**config.mk**
```make
export PLATFORM = sky130hd
export DESIGN_NAME = sim_halt_dump
export DESIGN_NICKNAME = d
export VERILOG_FILES = /design/src/rtl/sim_pkg.sv /design/src/rtl/sim_watchdog.sv /design/src/rtl/sim_halt_dump.sv
export SDC_FILE = /design/constraint.sdc
export NUM_CORES = 1
export LEC_CHECK = 0
export CORE_UTILIZATION = 39
export DETAILED_ROUTE_END_ITERATION = 10
export PLACE_DENSITY = 0.77
export SETUP_SLACK_MARGIN = 0.4
export SLEW_MARGIN = 10
export SYNTH_ARGS = -nofsm -noshare
export SYNTH_HDL_FRONTEND = slang
export SYNTH_SLANG_ARGS = --single-unit
```
**constraint.sdc**
```tcl
create_clock -name CLK -period 2.2 [get_ports CLK]
set_input_delay 0.44 -clock CLK [delete_from_list [all_inputs] [get_ports CLK]]
set_output_delay 0.44 -clock CLK [all_outputs]
set_load 0.05 [all_outputs]
```
**src/rtl/sim_pkg.sv**
```systemverilog
// sim_pkg: shared FSM state encoding and halt-cause codes for sim_halt_dump.
package sim_pkg;

   typedef logic [2:0] state_t;

   // Dump FSM states
   localparam logic [2:0] ST_RUN  = 3'd0;
   localparam logic [2:0] ST_RD   = 3'd1;
   localparam logic [2:0] ST_CAP  = 3'd2;
   localparam logic [2:0] ST_OUT  = 3'd3;
   localparam logic [2:0] ST_DONE = 3'd4;

   // Halt reasons reported on halt_cause
   localparam logic [1:0] HC_NONE    = 2'd0;
   localparam logic [1:0] HC_PC      = 2'd1;
   localparam logic [1:0] HC_TOHOST  = 2'd2;
   localparam logic [1:0] HC_TIMEOUT = 2'd3;

   // Resolve simultaneous triggers: tohost beats PC match beats timeout.
   function automatic logic [1:0] pick_cause(input logic tohost_hit,
                                             input logic pc_hit,
                                             input logic wd_hit);
      logic [1:0] cause;
      cause = HC_NONE;
      if (tohost_hit)
         cause = HC_TOHOST;
      else if (pc_hit)
         cause = HC_PC;
      else if (wd_hit)
         cause = HC_TIMEOUT;
      return cause;
   endfunction

endpackage

```
**src/rtl/sim_watchdog.sv**
```systemverilog
// sim_watchdog: saturating cycle counter plus the timeout compare.
// The expiry compare is only built when WATCHDOG_EN is defined; otherwise
// expired is tied low and no compare logic exists.
module sim_watchdog
#(
   parameter int unsigned TIMEOUT_CYC = 400000000
) (
   input  logic        CLK,
   input  logic        RSTN,
`ifdef WATCHDOG_EN
   input  logic        in_run,
`endif
   output logic [31:0] cycle_count,
   output logic        expired
);

   // Free-running cycle counter that sticks at all-ones instead of wrapping
   always_ff @(posedge CLK or negedge RSTN) begin
      if (!RSTN)
         cycle_count <= '0;
      else if (cycle_count != 32'hFFFF_FFFF)
         cycle_count <= cycle_count + 32'd1;
   end

`ifdef WATCHDOG_EN
   // Expiry only matters while the program is still running
   assign expired = in_run && (cycle_count >= TIMEOUT_CYC);
`else
   assign expired = 1'b0;
`endif

endmodule

```
**src/rtl/sim_halt_dump.sv**
```systemverilog
// sim_halt_dump: detects end-of-test (PC match, tohost store, optional
// watchdog when WATCHDOG_EN is defined), then streams a window of data
// memory out word by word with each word byte-reversed.
module sim_halt_dump
#(
   parameter int unsigned       ADDR_W      = 32,
   parameter int unsigned       DATA_W      = 32,
   parameter logic [ADDR_W-1:0] DUMP_BASE   = '0,
   parameter int unsigned       DUMP_WORDS  = 1024,
   parameter logic [ADDR_W-1:0] HALT_PC     = 'h64,
   parameter logic [ADDR_W-1:0] TOHOST_ADDR = 'h0010_0000,
   parameter int unsigned       TIMEOUT_CYC = 400000000
) (
   input  logic              CLK,
   input  logic              RSTN,
   input  logic [ADDR_W-1:0] pc_if,
   input  logic              st_valid,
   input  logic [ADDR_W-1:0] st_addr,
   input  logic [DATA_W-1:0] st_data,
   output logic              mem_rd_en,
   output logic [ADDR_W-1:0] mem_rd_addr,
   input  logic [DATA_W-1:0] mem_rd_data,
   output logic              dump_valid,
   input  logic              dump_ready,
   output logic [ADDR_W-1:0] dump_addr,
   output logic [DATA_W-1:0] dump_data,
   output logic [1:0]        halt_cause,
   output logic [DATA_W-1:0] tohost_val,
   output logic [31:0]       cycle_count,
   output logic              done
);
   import sim_pkg::*;

   localparam int unsigned       NB             = DATA_W / 8;
   localparam logic [ADDR_W-1:0] BYTES_PER_WORD = ADDR_W'(NB);
   localparam logic [ADDR_W-1:0] LAST_INDEX     = DUMP_BASE + ADDR_W'(DUMP_WORDS - 1);

   state_t            state_reg;
   state_t            state_next;
   logic [ADDR_W-1:0] index_reg;
   logic [DATA_W-1:0] swapped;
   logic              tohost_hit;
   logic              pc_hit;
   logic              wd_hit;
   logic              any_hit;
   logic              last_word;

   sim_watchdog #(
      .TIMEOUT_CYC (TIMEOUT_CYC)
   ) u_watchdog (
      .CLK         (CLK),
      .RSTN        (RSTN),
`ifdef WATCHDOG_EN
      .in_run      (state_reg == ST_RUN),
`endif
      .cycle_count (cycle_count),
      .expired     (wd_hit)
   );

   assign tohost_hit = st_valid && (st_addr == TOHOST_ADDR);
   assign pc_hit     = (pc_if == HALT_PC);
   assign any_hit    = tohost_hit || pc_hit || wd_hit;
   assign last_word  = (index_reg == LAST_INDEX);

   // Byte reversal of the memory word: byte gi of the output is byte NB-1-gi of the input
   for (genvar gi = 0; gi < NB; gi++) begin : g_swap
      assign swapped[8*gi +: 8] = mem_rd_data[DATA_W-8-8*gi +: 8];
   end

   // Strobes decode straight from the state register so reset clears them at once
   assign mem_rd_en   = (state_reg == ST_RD);
   assign mem_rd_addr = mem_rd_en ? index_reg : '0;
   assign dump_valid  = (state_reg == ST_OUT);
   assign done        = (state_reg == ST_DONE);

   // Next-state selection: RUN waits for a trigger, then RD -> CAP -> OUT per word
   always_comb begin
      state_next = state_reg;
      case (state_reg)
         ST_RUN:  if (any_hit) state_next = ST_RD;
         ST_RD:   state_next = ST_CAP;
         ST_CAP:  state_next = ST_OUT;
         ST_OUT:  if (dump_ready) state_next = last_word ? ST_DONE : ST_RD;
         ST_DONE: state_next = ST_DONE;
         default: state_next = ST_RUN;
      endcase
   end

   // State register
   always_ff @(posedge CLK or negedge RSTN) begin
      if (!RSTN)
         state_reg <= ST_RUN;
      else
         state_reg <= state_next;
   end

   // Word index advances only when a non-final word is accepted; wraps naturally
   always_ff @(posedge CLK or negedge RSTN) begin
      if (!RSTN)
         index_reg <= DUMP_BASE;
      else if (state_reg == ST_OUT && dump_ready && !last_word)
         index_reg <= index_reg + ADDR_W'(1);
   end

   // Halt cause and tohost value are latched once, on the trigger edge in RUN
   always_ff @(posedge CLK or negedge RSTN) begin
      if (!RSTN) begin
         halt_cause <= HC_NONE;
         tohost_val <= '0;
      end else if (state_reg == ST_RUN && any_hit) begin
         halt_cause <= pick_cause(tohost_hit, pc_hit, wd_hit);
         if (tohost_hit)
            tohost_val <= st_data;
      end
   end

   // Output holding register: loaded in CAP and held through any stall in OUT
   always_ff @(posedge CLK or negedge RSTN) begin
      if (!RSTN) begin
         dump_addr <= '0;
         dump_data <= '0;
      end else if (state_reg == ST_CAP) begin
         dump_addr <= index_reg * BYTES_PER_WORD;
         dump_data <= swapped;
      end
   end

endmodule

```
# Yosys cells after proc, flatten, opt, wreduce, memory -nomap -nowiden
# Cells that the tools add are included.
[totals] in_bits=132 output_inout_bits=165 elab_cells=35 reg_bits=163
[op_classes] muxes=7 n_eq_ne=10 reduce_logical=9 n_addsub=2
[ops] operator="$add 32x1->32 const B" count=2
[ops] operator="$eq 32x10->1 const B" count=1
[ops] operator="$eq 32x21->1 const B" count=1
[ops] operator="$eq 32x7->1 const B" count=1
[ops] operator="$mux 32" count=1
[ops] operator="$ne 32x32->1 const B" count=1
[ops] operator="$pmux 3 s5" count=1
[ops] operator="$mux 3" count=3
[ops] operator="$eq 3x2->1 const B" count=2
[ops] operator="$logic_and 1x1->1" count=4
[ops] operator="$reduce_and 2->1" count=2
[ops] operator="$eq 3x1->1 const B" count=1
[ops] operator="$eq 3x3->1 const B" count=1
[ops] operator="$logic_not 3->1" count=1
[ops] operator="$mux 2" count=1
[ops] operator="$ne 2x1->1 const B" count=1
[ops] operator="$ne 2x2->1 const B" count=1
[ops] operator="$logic_not 1->1" count=1
[ops] operator="$logic_or 1x1->1" count=1
[ops] operator="$mux 1" count=1

# Logic depth before layout (Yosys ltp)
[depth] ltp_word=5 mapped_depth=7

# Cells and area by module
# From an unflattened synthesis, not the netlist that was laid out.
[hier_totals] hier_cells=574 hier_area_um2=7322.0
[modules_own_cells] mod="sim_halt_dump" area_each_um2=5733.0 cells_each=430 n_inst=1 seq_area_each_um2=3278.1
[modules_own_cells] mod="sim_watchdog" area_each_um2=1589.0 cells_each=144 n_inst=1 seq_area_each_um2=800.8

# Least setup slack after synthesis
# No wires, ideal clock.
[synth_path] path_kind="register to output" from="register state_reg[2]" to="output port mem_rd_addr[22]" n_path_buf=2 arrival_ns=1.973 stages_incl_launch_ff=5 path_slack_ns=-0.213 path_cell_list="dfrtp_1 -> buf_6 -> nor3b_1 -> clkbuf_1 -> and2_1"
[synth_via] elab_chain_len=2
[synth_lines] element="start, declared" line="sim_halt_dump.sv:38" text="state_t state_reg;"
[synth_lines] element="start signal, assigned" line="sim_halt_dump.sv:94" text="state_reg <= state_next;"
[synth_lines] element="$eq 3x1->1" line="sim_halt_dump.sv:71" text="assign mem_rd_en = (state_reg == ST_RD);"
[synth_lines] element="net mem_rd_en" line="sim_halt_dump.sv:20" text="output logic mem_rd_en,"
[synth_lines] element="$mux 32" line="sim_halt_dump.sv:72" text="assign mem_rd_addr = mem_rd_en ? index_reg : '0;"
[synth_lines] element="end, declared" line="sim_halt_dump.sv:21" text="output logic [ADDR_W-1:0] mem_rd_addr,"
# The timed path passes the listed nets, and every way through them passes these cells.

# Worst setup path in the final report
[layout_path] from="register state_reg[2]" to="output port mem_rd_addr[1]"
[layout_via] elab_chain_len=2
[layout_lines] element="$eq 3x1->1" line="sim_halt_dump.sv:71"
[layout_lines] element="$mux 32" line="sim_halt_dump.sv:72"
# No other way between the ends.

==> results.cfg <==
[timing]
drv_slew = 0
rsz0062_at_grt = yes
setup_viol = 0
maxSlewHeadroom_pct = 64.98
skew_ns = 0.01035
fin_crit_ns = 2.160
final-hold-violation-count = 0
fin_worst_hold_slack_ns = 0.4794
min_period_over_period_pct = 98.16
tns_ns = 0
worst_pin_slew_ns = 0.5273
fmax_ghz = 0.4631

[pwr]
p_sw_w = 0.003919
peakVddDrop_mv = 0.9025
power_frac_seq_pct = 33.9
power_density_mw_per_mm2 = 867.3
power_frac_comb_pct = 36.3
clkPwrFrac_pct = 29.8
p_leak_nw = 6.056
switching_share_pct = 35.76
p_int_w = 0.007040

[global_routing]
grt_pass1_wl_mm = 31.97
grt_max_degree = 50
antenna_found_initial = 0
grt_pass1_vias = 6091
grt.total_usage_pct = 22.36
grt-ovfl-total = 0

[flow_run]
maxCapViolations = 0

[cells_and_area]
drive_above_1_share_pct = 44.94
n_antenna_cell = 0
nNetsFinal = 1101
fin_area_mm2 = 0.01264
layout.cells.most_common_list = dfrtp_1 (124), clkdlybuf4s50_1 (103), dlygate4sd2_1 (99)
n_fill_cell = 1292
final_common_cell = dfrtp_1
syn_to_final_growth_pct = 77.55

[synthesis]
synth-seq-cells = 163
yosys_warnings = 0
syn_inst = 572
mappedNetlistArea_mm2 = 0.007117
yosys.cell_types.count = 35
ys_seq_area_share_pct = 57.31
avgSynthCellArea_um2 = 12.44

[setup_path]
cp.required_ns = 1.76
path_cells = buf_6 -> nor3b_4 -> buf_6 -> buf_8 -> and2_4 -> buf_12
crit_buf_inv = 4
cp_max_fo = 8
slowest_delay_ns = 0.40
cpMaxStageDelayCell = dfrtp_1
crit_path_frequent_cell = buf_6
critPathKind = reg -> out
path_delay_family = buffers and inverters
cp-start-kind = flip-flop
end_kind = output pin
critPathArrivalTime_ns = 1.72

[die]
rows = 49
start_util_pct = 39.75
die_h_um = 137.1
die_w_um = 137.1
fp.coreArea_mm2 = 0.01790
die-area_mm2 = 0.01879
ios = 297

[placement]
dp_hpwl_mm = 14.82
gp_congestion = 0.8363
portBuffers = 294
dpl-instance-area_mm2 = 0.01111

[cts]
numCtsBuffers = 17
htree_levels = 4
cts_buffer_depth = 2
cts_root_buf = clkbuf_16
clock_latency_ns = 0.43
path_clk_slew_ns = 0.06
clock-sinks = 163
cts_tree = done

[detailed_routing]
via_count = 6057
ant_nets = 0
dr.first_iter.drc_count = 187
drc = 0
dr.pass1.iters = 4
routed_via_density = 5.014
avgRoutedWirePerCell_um = 17.89
routed_wirelength_mm = 21.61

[outcome]
outcome = finished, final reports clean

[hold_path]
hold_path_class = in -> async
through the flow:
stage	cells	total power [W]	util [%]	worst slack, ns
finish	1208	0.01096	70.58	0.04041
detailed placement	1115	0.007751	62.08	-0.2314
CTS	1174	0.01103	67.89	0.02519
global placement	1115	0.007693	62.08	-0.1870
floorplan	573	0.006127	-	0.2695
global route	1208	0.01139	70.58	-0.02616
layer usage:
metal  part of all wire [%]  GRT usage (%)  vias to the layer above
met3                    6.4          6.815                       18
met2                     51          35.94                      186
met5                      0              0                        -
met1                     42          29.08                     3017
met4                   0.95          6.166                        0
li1                       -              -                     2836
layout make-up:
| type | instances | area [µm²] | area share [%] |
|---|---|---|---|
| well taps | 229 | 286.5 | 2.268 |
| flip-flops and latches | 163 | 4128 | 32.67 |
| clock buffers | 22 | 464.2 | 3.674 |
| repair buffers | 394 | 4054 | 32.08 |
| multi-input cells | 386 | 3506 | 27.75 |
| clock inverters | 9 | 178.9 | 1.416 |
| inverters | 5 | 18.77 | 0.1485 |
cells in the mapped netlist:
| cell | count | area, µm² |
|---|---|---|
| a2111oi_0 | 1 | 8.760 |
| a21oi_1 | 4 | 20.02 |
| a31oi_1 | 3 | 18.77 |
| and2_1 | 35 | 219.0 |
| and3_1 | 13 | 81.33 |
| and4_1 | 4 | 35.03 |
| buf_4 | 2 | 15.01 |
| buf_6 | 2 | 22.52 |
| clkbuf_1 | 15 | 56.30 |
| conb_1 | 1 | 3.750 |
| dfrtp_1 | 163 | 4079 |
| ha_1 | 2 | 25.02 |
| inv_1 | 5 | 18.77 |
| mux2_2 | 97 | 1092 |
| nand2_1 | 31 | 116.4 |
| nand3_1 | 26 | 130.1 |
| nand3b_1 | 2 | 15.01 |
| nand4_1 | 21 | 131.4 |
| nand4b_1 | 2 | 17.52 |
| nand4b_4 | 1 | 23.77 |
| nor2_1 | 28 | 105.1 |
| nor3_1 | 15 | 75.07 |
| nor3b_1 | 3 | 22.52 |
| nor4_1 | 19 | 118.9 |
| nor4_2 | 1 | 12.51 |
| nor4b_1 | 4 | 35.03 |
| nor4bb_1 | 3 | 30.03 |
| o21a_1 | 3 | 22.52 |
| o21ai_0 | 2 | 10.01 |
| o31a_1 | 1 | 8.760 |
| or2_2 | 3 | 18.77 |
| or4_1 | 2 | 15.01 |
| or4_4 | 2 | 22.52 |
| xnor2_1 | 35 | 306.5 |
| xor2_1 | 21 | 183.9 |
kinds of logic after synthesis:
kind of cell	count (synthesis)	share of synthesized area (%)
AO/OA/AOI/OAI	14	1.248
XOR/XNOR	56	6.892
adder cells (fa/ha/maj)	2	0.3516
buffers and inverters	24	1.582
flip-flops	163	57.31
multiplexers	97	15.35
other	1	0.05269
AND/OR/NAND/NOR	215	17.21
power by group through the flow:
| stage | sequential (W) | combinational, W | clock (W) |
|---|---|---|---|
| 6_report | 0.00372 | 0.00397 | 0.00326 |
| 5_1_grt | 0.00378 | 0.00417 | 0.00344 |
| 4_1_cts | 0.00371 | 0.00398 | 0.00334 |
| 3_5_place_dp | 0.00378 | 0.00397 | 0 |
| 3_3_place_gp | 0.00375 | 0.00394 | 0 |
| 2_1_floorplan | 0.00497 | 0.00116 | 0 |
final timing paths:
path | end | slack (ns) | from | cells past startpoint
max in group asynchronous | index_reg[13] | 1.08 | RSTN | 3
min reg2reg | u_watchdog.cycle_count[27] | 0.49 | u_watchdog.cycle_count[27] | 1
min in group CLK | u_watchdog.cycle_count[27] | 0.49 | u_watchdog.cycle_count[27] | 1
max | mem_rd_addr[1] | 0.04 | state_reg[2] | 6
max reg2reg | index_reg[31] | 0.10 | state_reg[2] | 7
min | u_watchdog.cycle_count[23] | 0.48 | RSTN | 2
worst reg2reg max path: cells and delay by family, from the launching register on:
family / cells / cell delay (ns)
and+or+nand+nor: 4 / 1.22
xor gates and xnor gates: 1 / 0.16
DFF: 1 / 0.40
buffers and inverters: 2 / 0.24
timing repair:
action                                 CTS  global route
buffers inserted                        21            33
endpoints found under the hold margin   32             0
hold buffers                             1             0
pin swaps                               41            39
resized for setup                      270            97
gates cloned                             6             1
setup endpoints to repair              231           144
Note: power is estimated with default switching activity, not from simulation.
